===== src/rtl/bitwise_pkg.sv =====
// Definitions shared by the bitwise unit and its issuer: opcode class codes,
// instruction word width and issuer FSM state encoding.
package bitwise_pkg;

  localparam int unsigned INSTR_W = 12;

  // Class codes carried in op[3:2]; op[1:0] selects a register.
  localparam logic [1:0] OP_MOV = 2'b00;
  localparam logic [1:0] OP_XOR = 2'b01;
  localparam logic [1:0] OP_ASL = 2'b10;
  localparam logic [1:0] OP_SWP = 2'b11;

  typedef enum logic [2:0] {
    StIdle  = 3'd0,
    StIssue = 3'd1,
    StAck   = 3'd2,
    StRun   = 3'd3,
    StFin   = 3'd4
  } issuer_state_e;

endpackage


===== src/rtl/bitwise_prog_mem.sv =====
// Program store for the issuer: DEPTH x INSTR_W registers with one
// synchronous write port and one asynchronous read port. Not reset.
module bitwise_prog_mem
  import bitwise_pkg::*;
#(
  parameter int unsigned DEPTH = 8,
  parameter int unsigned AW    = 3
) (
  input  logic               clk,
  input  logic               i_we,
  input  logic [AW-1:0]      i_waddr,
  input  logic [INSTR_W-1:0] i_wdata,
  input  logic [AW-1:0]      i_raddr,
  output logic [INSTR_W-1:0] o_rdata
);

  logic [INSTR_W-1:0] r_mem [DEPTH];

  always_ff @(posedge clk) begin
    if (i_we) r_mem[i_waddr] <= i_wdata;
  end

  assign o_rdata = r_mem[i_raddr];

endmodule


===== src/rtl/bitwise_issuer.sv =====
// Issues a stored {op,imm} program to the bitwise unit over its s/op/in/done
// handshake. Optional done-wait timeout enabled by defining ISSUER_TIMEOUT_EN.
module bitwise_issuer
  import bitwise_pkg::*;
#(
  parameter int unsigned DEPTH   = 8,
  parameter int unsigned AW      = 3,
  parameter int unsigned TIMEOUT = 16
) (
  input  logic               clk,
  input  logic               reset,
  input  logic               prog_we,
  input  logic [AW-1:0]      prog_addr,
  input  logic [INSTR_W-1:0] prog_data,
  input  logic [AW:0]        len,
  input  logic               start,
  output logic               s,
  output logic [3:0]         op,
  output logic [7:0]         in,
  input  logic               done_in,
  input  logic [7:0]         result_in,
  output logic [7:0]         result,
  output logic [AW-1:0]      pc,
  output logic               busy,
  output logic               finished,
  output logic               error
);

  issuer_state_e      r_state;
  logic               r_s;
  logic [3:0]         r_op;
  logic [7:0]         r_in;
  logic [7:0]         r_result;
  logic [AW-1:0]      r_pc;
  logic [AW:0]        r_len;
  logic               r_busy;
  logic               r_fin;

  logic [AW-1:0]      w_raddr;
  logic [INSTR_W-1:0] w_rdata;
  logic               w_last;
  logic               w_tmo_hit;

  // Fetch is combinational so op/in can be loaded on the same edge that enters ISSUE.
  assign w_raddr = (r_state == StRun) ? r_pc + AW'(1) : '0;
  assign w_last  = ({1'b0, r_pc} == r_len - (AW + 1)'(1));

  bitwise_prog_mem #(
    .DEPTH (DEPTH),
    .AW    (AW)
  ) u_prog_mem (
    .clk     (clk),
    .i_we    (prog_we && (r_state == StIdle)),
    .i_waddr (prog_addr),
    .i_wdata (prog_data),
    .i_raddr (w_raddr),
    .o_rdata (w_rdata)
  );

  always_ff @(posedge clk or posedge reset) begin
    if (reset) begin
      r_state  <= StIdle;
      r_s      <= 1'b0;
      r_op     <= '0;
      r_in     <= '0;
      r_result <= '0;
      r_pc     <= '0;
      r_len    <= '0;
      r_busy   <= 1'b0;
      r_fin    <= 1'b0;
    end else begin
      r_s   <= 1'b0;
      r_fin <= 1'b0;
      if (w_tmo_hit) begin
        r_state <= StFin;
        r_fin   <= 1'b1;
      end else begin
        unique case (r_state)
          StIdle: begin
            if (start && (len == '0)) begin
              r_state <= StFin;
              r_busy  <= 1'b1;
              r_fin   <= 1'b1;
            end else if (start && done_in) begin
              r_state       <= StIssue;
              r_busy        <= 1'b1;
              r_s           <= 1'b1;
              r_pc          <= '0;
              r_len         <= len;
              {r_op, r_in}  <= w_rdata;
            end
          end
          StIssue: r_state <= StAck;
          StAck: begin
            if (!done_in) r_state <= StRun;
          end
          StRun: begin
            if (done_in) begin
              r_result <= result_in;
              if (w_last) begin
                r_state <= StFin;
                r_fin   <= 1'b1;
              end else begin
                r_state      <= StIssue;
                r_s          <= 1'b1;
                r_pc         <= r_pc + AW'(1);
                {r_op, r_in} <= w_rdata;
              end
            end
          end
          StFin: begin
            r_state <= StIdle;
            r_busy  <= 1'b0;
          end
          default: r_state <= StIdle;
        endcase
      end
    end
  end

`ifdef ISSUER_TIMEOUT_EN
  localparam int unsigned TW = $clog2(TIMEOUT + 1);

  logic [TW-1:0] r_tmo;
  logic          r_err;

  assign w_tmo_hit = ((r_state == StAck) || (r_state == StRun)) &&
                     (r_tmo == TW'(TIMEOUT - 1));

  // Restart the count when ACK hands over to RUN so each phase gets a full budget.
  always_ff @(posedge clk or posedge reset) begin
    if (reset) begin
      r_tmo <= '0;
      r_err <= 1'b0;
    end else begin
      if (w_tmo_hit) r_err <= 1'b1;
      if ((r_state == StAck) && !done_in) begin
        r_tmo <= '0;
      end else if ((r_state == StAck) || (r_state == StRun)) begin
        r_tmo <= r_tmo + TW'(1);
      end else begin
        r_tmo <= '0;
      end
    end
  end

  assign error = r_err;
`else
  logic [31:0] w_unused_timeout;

  assign w_unused_timeout = TIMEOUT;
  assign w_tmo_hit        = 1'b0;
  assign error            = 1'b0;
`endif

  assign s        = r_s;
  assign op       = r_op;
  assign in       = r_in;
  assign result   = r_result;
  assign pc       = r_pc;
  assign busy     = r_busy;
  assign finished = r_fin;

endmodule


===== config.mk =====
export PLATFORM = sky130hd
export DESIGN_NAME = bitwise_issuer
export DESIGN_NICKNAME = d
export VERILOG_FILES = /design/src/rtl/bitwise_pkg.sv /design/src/rtl/bitwise_prog_mem.sv /design/src/rtl/bitwise_issuer.sv
export SDC_FILE = /design/constraint.sdc
export NUM_CORES = 1
export LEC_CHECK = 0
export CORE_ASPECT_RATIO = 0.6
export CORE_MARGIN = 1
export CORE_UTILIZATION = 29
export CTS_BUF_LIST = sky130_fd_sc_hd__clkbuf_4
export DETAILED_ROUTE_END_ITERATION = 16
export PLACE_DENSITY_LB_ADDON = 0.15
export REMOVE_ABC_BUFFERS = 1
export SYNTH_ARGS = -nofsm -noshare
export SYNTH_HDL_FRONTEND = slang
export SYNTH_SLANG_ARGS = --single-unit

===== constraint.sdc =====
create_clock -name clk -period 2.9 [get_ports clk]
set_input_delay 0.87 -clock clk [delete_from_list [all_inputs] [get_ports clk]]
set_output_delay 0.87 -clock clk [all_outputs]
set_load 0.05 [all_outputs]

Word level (Yosys, flattened, before mapping)
Memories as Yosys holds them, arrays and structs flattened.
Cells that the tools add are included.
- flip-flop bits (word level): 33
- RAM bits: 96
- input bits: 32
- output and inout port bits: 27
- memories: 1
- memories (memory ; words ; width ; read ports ; clocked after Yosys merged registers in ; wr ports ; RTL line ; source):
    u_prog_mem.r_mem ; 8 ; 12 ; 1 ; 0 ; 1 ; bitwise_prog_mem.sv:17 ; logic [INSTR_W-1:0] r_mem [DEPTH];
- add/sub/neg operators: 2
- equal/unequal tests: 11
- muxes and demuxes: 36
- bitwise operators: 1
- reduce and logical (&&, ||, !) cells: 12
- operator list (operator ; count):
    8-bit two-way mux ; 4
    3-bit two-way mux ; 10
    4-bit two-way mux ; 4
    8-bit one-hot mux with 2 select lines ; 1
    3-bit one-hot mux with 4 select lines ; 1
    1-bit two-way mux ; 11
    2-bit inequality test, second input constant ; 4
    4-bit one-hot mux with 2 select lines ; 1
    3-bit by 2-bit == test with 1-bit output, second input constant ; 2
    1-bit one-hot mux with 2 select lines ; 3
    3-bit one-hot mux with 2 select lines ; 1
    3-bit AND reduction ; 2
    5-bit AND reduction ; 1
    3-bit by 4-bit == test with 1-bit output ; 1
    4-bit zero test ; 1
    2-bit AND reduction ; 2
    2-bit nonzero test ; 2
    4-bit by 1-bit subtractor with 4-bit output, second input constant ; 1
    3-bit by 1-bit adder with 3-bit output, second input constant ; 1
    3-bit by 1-bit == test with 1-bit output, second input constant ; 1
    3-bit == test, second input constant ; 1
    1-bit logical AND ; 3
    3-bit zero test ; 1
    3-bit by 1-bit inequality test with 1-bit output, second input constant ; 1
    2 further kinds ; 2

Depth between registers and ports, before layout
An unclocked memory read counts as a cell.
- word-level depth: 6
- gate-level depth with buffers: 8

Modules after synthesis
Synthesis repeated with hierarchy kept, for this count alone.
- cells, all modules: 324
- area, all modules: 5516.5 µm²
- modules (own cells, without submodules) (module ; times used ; cells an instance ; area each (µm²) ; seq. area each (µm²)):
    bitwise_prog_mem ; 1 ; 152 ; 3747.3 ; 2882.8
    bitwise_issuer ; 1 ; 172 ; 1769.2 ; 825.8

Worst setup path after synthesis
OpenSTA, ideal clock, no wires.
- kind: input-to-reg
- from: input port len[0]
- to: register r_in[0], in the netlist in[0]
- setup time: 0.128 ns
- arrival time: 2.307 ns
- data required time: 2.772 ns
- slack: 0.466 ns
- cell stages on the path: 5
- path through: or4_1 -> a41oi_1 -> a211o_4 -> buf_6 -> mux2_1
- cells in the longest elaborated chain, start to end: 4
- RTL lines (what ; RTL line ; source):
    from (decl) ; bitwise_issuer.sv:15 ; input logic [AW:0] len,
    4-bit zero test ; bitwise_issuer.sv:80 ; if (start && (len == '0)) begin
    1-bit logical AND ; bitwise_issuer.sv:80 ;
    2-bit inequality test (no line) ; - ;
    5-bit AND reduction (no line) ; - ;
    to (signal assigned) ; bitwise_issuer.sv:90 ; {r_op, r_in} <= w_rdata;
    to (signal assigned) ; bitwise_issuer.sv:107 ; {r_op, r_in} <= w_rdata;
    to (decl) ; bitwise_issuer.sv:32 ; logic [7:0] r_in;
No other way between the ends.
A chain may end at the register's enable or synchronous reset.

Final worst setup path
- from: register r_pc[2], in the netlist pc[2]
- to: output port pc[2]
- RTL lines (what ; RTL line ; source):
    from (decl) ; bitwise_issuer.sv:34 ; logic [AW-1:0] r_pc;
    from (signal assigned) ; bitwise_issuer.sv:106 ; r_pc <= r_pc + AW'(1);
    to (decl) ; bitwise_issuer.sv:23 ; output logic [AW-1:0] pc,
No word-level cell between the ends.

==> run summary <==
The number of clock sinks is ~130. The number of search-and-repair iterations in the first detailed-routing pass came out at 4. For this run, the number of Yosys warnings is 0. The clock skew after layout came out at around 0.023 ns. The worst relative slew slack came out at 0.503.

The number of failing setup endpoints in the final timing report came out at 0. Power spread over the standard cell area amounts to around 1000 nW/um^2. The run finished with clean final reports. The die is about 170 um wide. The via total after detailed routing came out at 3,072.

The final total power came out at between 0.006 and 0.007 W. Summed over all cells, the static leakage comes to approximately 2.3 nW. The initial utilization of the core area, before any placement, comes to 0.298. The clock transition at the register clock pins on the worst setup and hold paths after CTS came out at approximately 0.13 ns. The number of buffers created by CTS came out at 17. The sequential cell area fraction in the yosys report came out at 0.724. The clock latency on the worst-skew pair came out at around 0.50 ns.

The combined global-route utilization of all metal layers came out at 0.137. The share of flip-flops with an asynchronous set or reset after synthesis came out at 0.256. The worst reg2reg path endpoint is in[2].

The number of synthesized register bits came out at 129. The count of non-filler cells in the finished layout came out at 655. The post-CTS setup buffer count came out at 0. The element type at the critical path end is an output port. The share of total power consumed by net switching came out at 0.390. The path with the worst hold slack has its endpoint at result[4]. The portion of total power attributed to the clock network came out at 0.209.

Among cell families on the critical path, the largest total delay comes from buffers and inverters. Once layout is complete, the utilization of the core stands at 0.371. In this run, post-CTS repair resized a total of 0 instances. The depth of the worst register-to-register path is 7. In the final layout, the share of cells above drive strength 1 is 0.183. For the worst setup path, the data required time is just over 2 ns. The start point of the worst hold path is result[4]. The worst-case clock buffer depth is 2.

Wires add up to ~12,000 um. The placement-stage worst setup slack is -0.0966 ns. Hold repair after CTS inserted 0 buffers. The net switching power figure is 0.00257 W. The worst-case setup margin in the final layout is 0.158 ns. The overall die height came out at between 100 and 150 um. The worst endpoint data arrival time is roughly 1.9 ns. A synthesized cell averages roughly 16 sq um. The setup path with the least slack is of type flop to output port. The via count of the first global-routing pass was a little under 3,000.

The netlist uses 43 different library cells. Entering global routing, the biggest net connects 34 pins. For this run, the leading register cell type out of synthesis is edfxtp_1. The worst-case vdd ir drop is roughly 0.46 mV. The internal power summed over all cells came out at 0.00401 W. The signal on the critical path passes through clkdlybuf4s50_1. Using the TritonRoute via totals, the vias-per-cell ratio works out to around 4.7. The detailed-route DRC error count is 0. The sequential share of power is 0.369.

After detailed routing, the average wire length per cell comes to 18.2 um. The depth of the CTS H-tree is 4. The nature of the critical path startpoint is a flop.

The number of nets in the layout is approximately 440. The source of the worst register-to-register timing path is r_len[0]. The layout filler cell count is 1,644. The count of flip-flops with a built-in enable after synthesis is 96. The core area is around 17,000 sq um. 0 antenna diodes ended up in the layout. For the final routed database, the setup TNS stands at 0 ns. The overall overflow remaining after global route is 0. The final weighted congestion in routability-driven placement came out at about 0.7. Once detail routing completed, the nets flagged for antenna violations numbered 0. The number of pins exceeding their max-slew limit in the final report came out at 0. The mapped netlist covers a little over 5000 sq um. Setup slack on the worst reg-to-reg path comes out at around 0.5 ns. The measured slew at the worst slew-check pin is 0.745 ns. The highest attainable clock frequency is between 300 and 400 MHz.

The count of buffer and inverter cells on the critical path is 1. The HPWL after detailed placement is roughly 7600 um. The tightest min-delay check is of the flop to flop type. The area added between synthesis and finish is 24.8%. The ratio of final minimum period to clock period is 0.946.

The total instance count after detailed placement came out at 623. The max-capacitance violation count came out at 0. The number of stages on the worst hold path came out at 1. The wire length of the first global-routing pass is around 18,000 um. The die footprint came out at 18,200 sq um. On the worst path, the slowest cell contributes a delay of approximately 0.87 ns. 59 I/O pins were placed. The cell with the largest stage delay on the worst path is clkdlybuf4s50_1. The instance count of the mapped netlist came out at 329. After floorplanning, the core was divided into 37 placement rows. The hold violation total from the final report is 0. The share of total power dissipated in combinational logic is 0.423. TritonCTS built the clock tree. The cell sitting at the root of the clock tree is a clkbuf_4. The number of antenna violations at the first check in global routing was 0. The minimum clock period came out at 2.74 ns.

The peak fanout along the critical path came out at 6. After the first detailed-routing iteration, the DRC count stood at about 260. Setup repair after global routing left no endpoint under its margin. The count of input and output buffers came out at between 50 and 60.
cell usage in the layout (no fill, tap or decap), types with 12 or more instances in the layout:
cell type	Yosys	final
a221oi_1	12	12
a32o_1	13	13
buf_4	1	24
clkbuf_4	0	18
clkdlybuf4s50_1	0	56
dfrtp_1	33	33
edfxtp_1	96	96
mux2_2	17	17
mux2i_1	12	12
nand2_1	34	34
o22ai_1	24	24
per-layer routing:
layer	part of all wire	GRT usage
met1	0.51	0.210
met2	0.42	0.186
met3	0.069	0.0335
met4	0.0039	0.0414
met5	0	0
sequential cells by signal, indices dropped and copies added (netlist names):
register / flops
finished: 1
pc: 3
s: 1
op: 4
busy: 1
u_prog_mem.r_mem: 96
r_state: 3
r_len: 4
result: 8
in: 8
cell families after synthesis:
family,share of synthesized area
flip-flops,0.724
AND/OR/NAND/NOR,0.0647
AO/OA/AOI/OAI,0.0991
multiplexers,0.0762
buffers and inverters,0.0222
other,0.000732
adder cells (fa/ha/maj),0.00488
XOR/XNOR,0.00855
cell usage after synthesis, types with 2 or more instances:
master    number  area share
a221oi_1      12       0.021
xnor2_1        3      0.0051
o221ai_1       2      0.0034
nand3b_1       3      0.0044
mux2_2        17       0.037
a22o_1         2      0.0034
nand2_1       34       0.025
inv_1          5      0.0037
a21oi_1        2      0.0020
xor2_1         2      0.0034
dfrtp_1       33        0.16
edfxtp_1      96        0.56
clkbuf_1      10      0.0073
a32o_1        13       0.025
mux2i_1       12       0.023
buf_2          7      0.0068
nand2b_1       2      0.0024
nor3_1         6      0.0059
and3_1         3      0.0037
nand3_1        3      0.0029
nor2_1        10      0.0073
mux2_1         7       0.015
ha_1           2      0.0049
o22ai_1       24       0.029
layout make-up:
| class | count | area, sq um | share of cell area |
|---|---|---|---|
| clock buffer | 18 | 135 | 0.0211 |
| tap | 234 | 293 | 0.0458 |
| clock inverter | 14 | 185 | 0.0290 |
| multi-input combinational | 175 | 1310 | 0.205 |
| timing repair buffer | 80 | 741 | 0.116 |
| sequential | 129 | 3710 | 0.580 |
| inverter | 5 | 18.8 | 0.00294 |
through the flow:
step           cell area (sq um)  hold WS [ns]
6_report                    6390         0.519
3_3_place_gp                6070         0.482
4_1_cts                     6390         0.522
3_5_place_dp                6070         0.490
5_1_grt                     6390         0.543
2_1_floorplan               5030         0.500
power groups by stage:
stage | logic, W | registers, W | clock network (W)
floorplan | 0.00120 | 0.00306 | 0
global placement | 0.00278 | 0.00245 | 0
detailed placement | 0.00279 | 0.00246 | 0
CTS | 0.00280 | 0.00242 | 0.00142
global route | 0.00296 | 0.00246 | 0.00150
finish | 0.00278 | 0.00242 | 0.00137
worst max path at each step:
stage,start,to,slack [ns],cells past startpoint
6_report,pc[2],pc[2],0.16,1
5_1_grt,pc[2],pc[2],0.06,1
4_1_cts,pc[2],pc[2],0.09,1
3_5_place_dp,len[0],in[2],-0.1,5
3_3_place_gp,len[0],op[1],-0.05,5
2_1_floorplan,pc[0],in[0],0.05,5
Note: power is estimated with default switching activity, not from simulation.
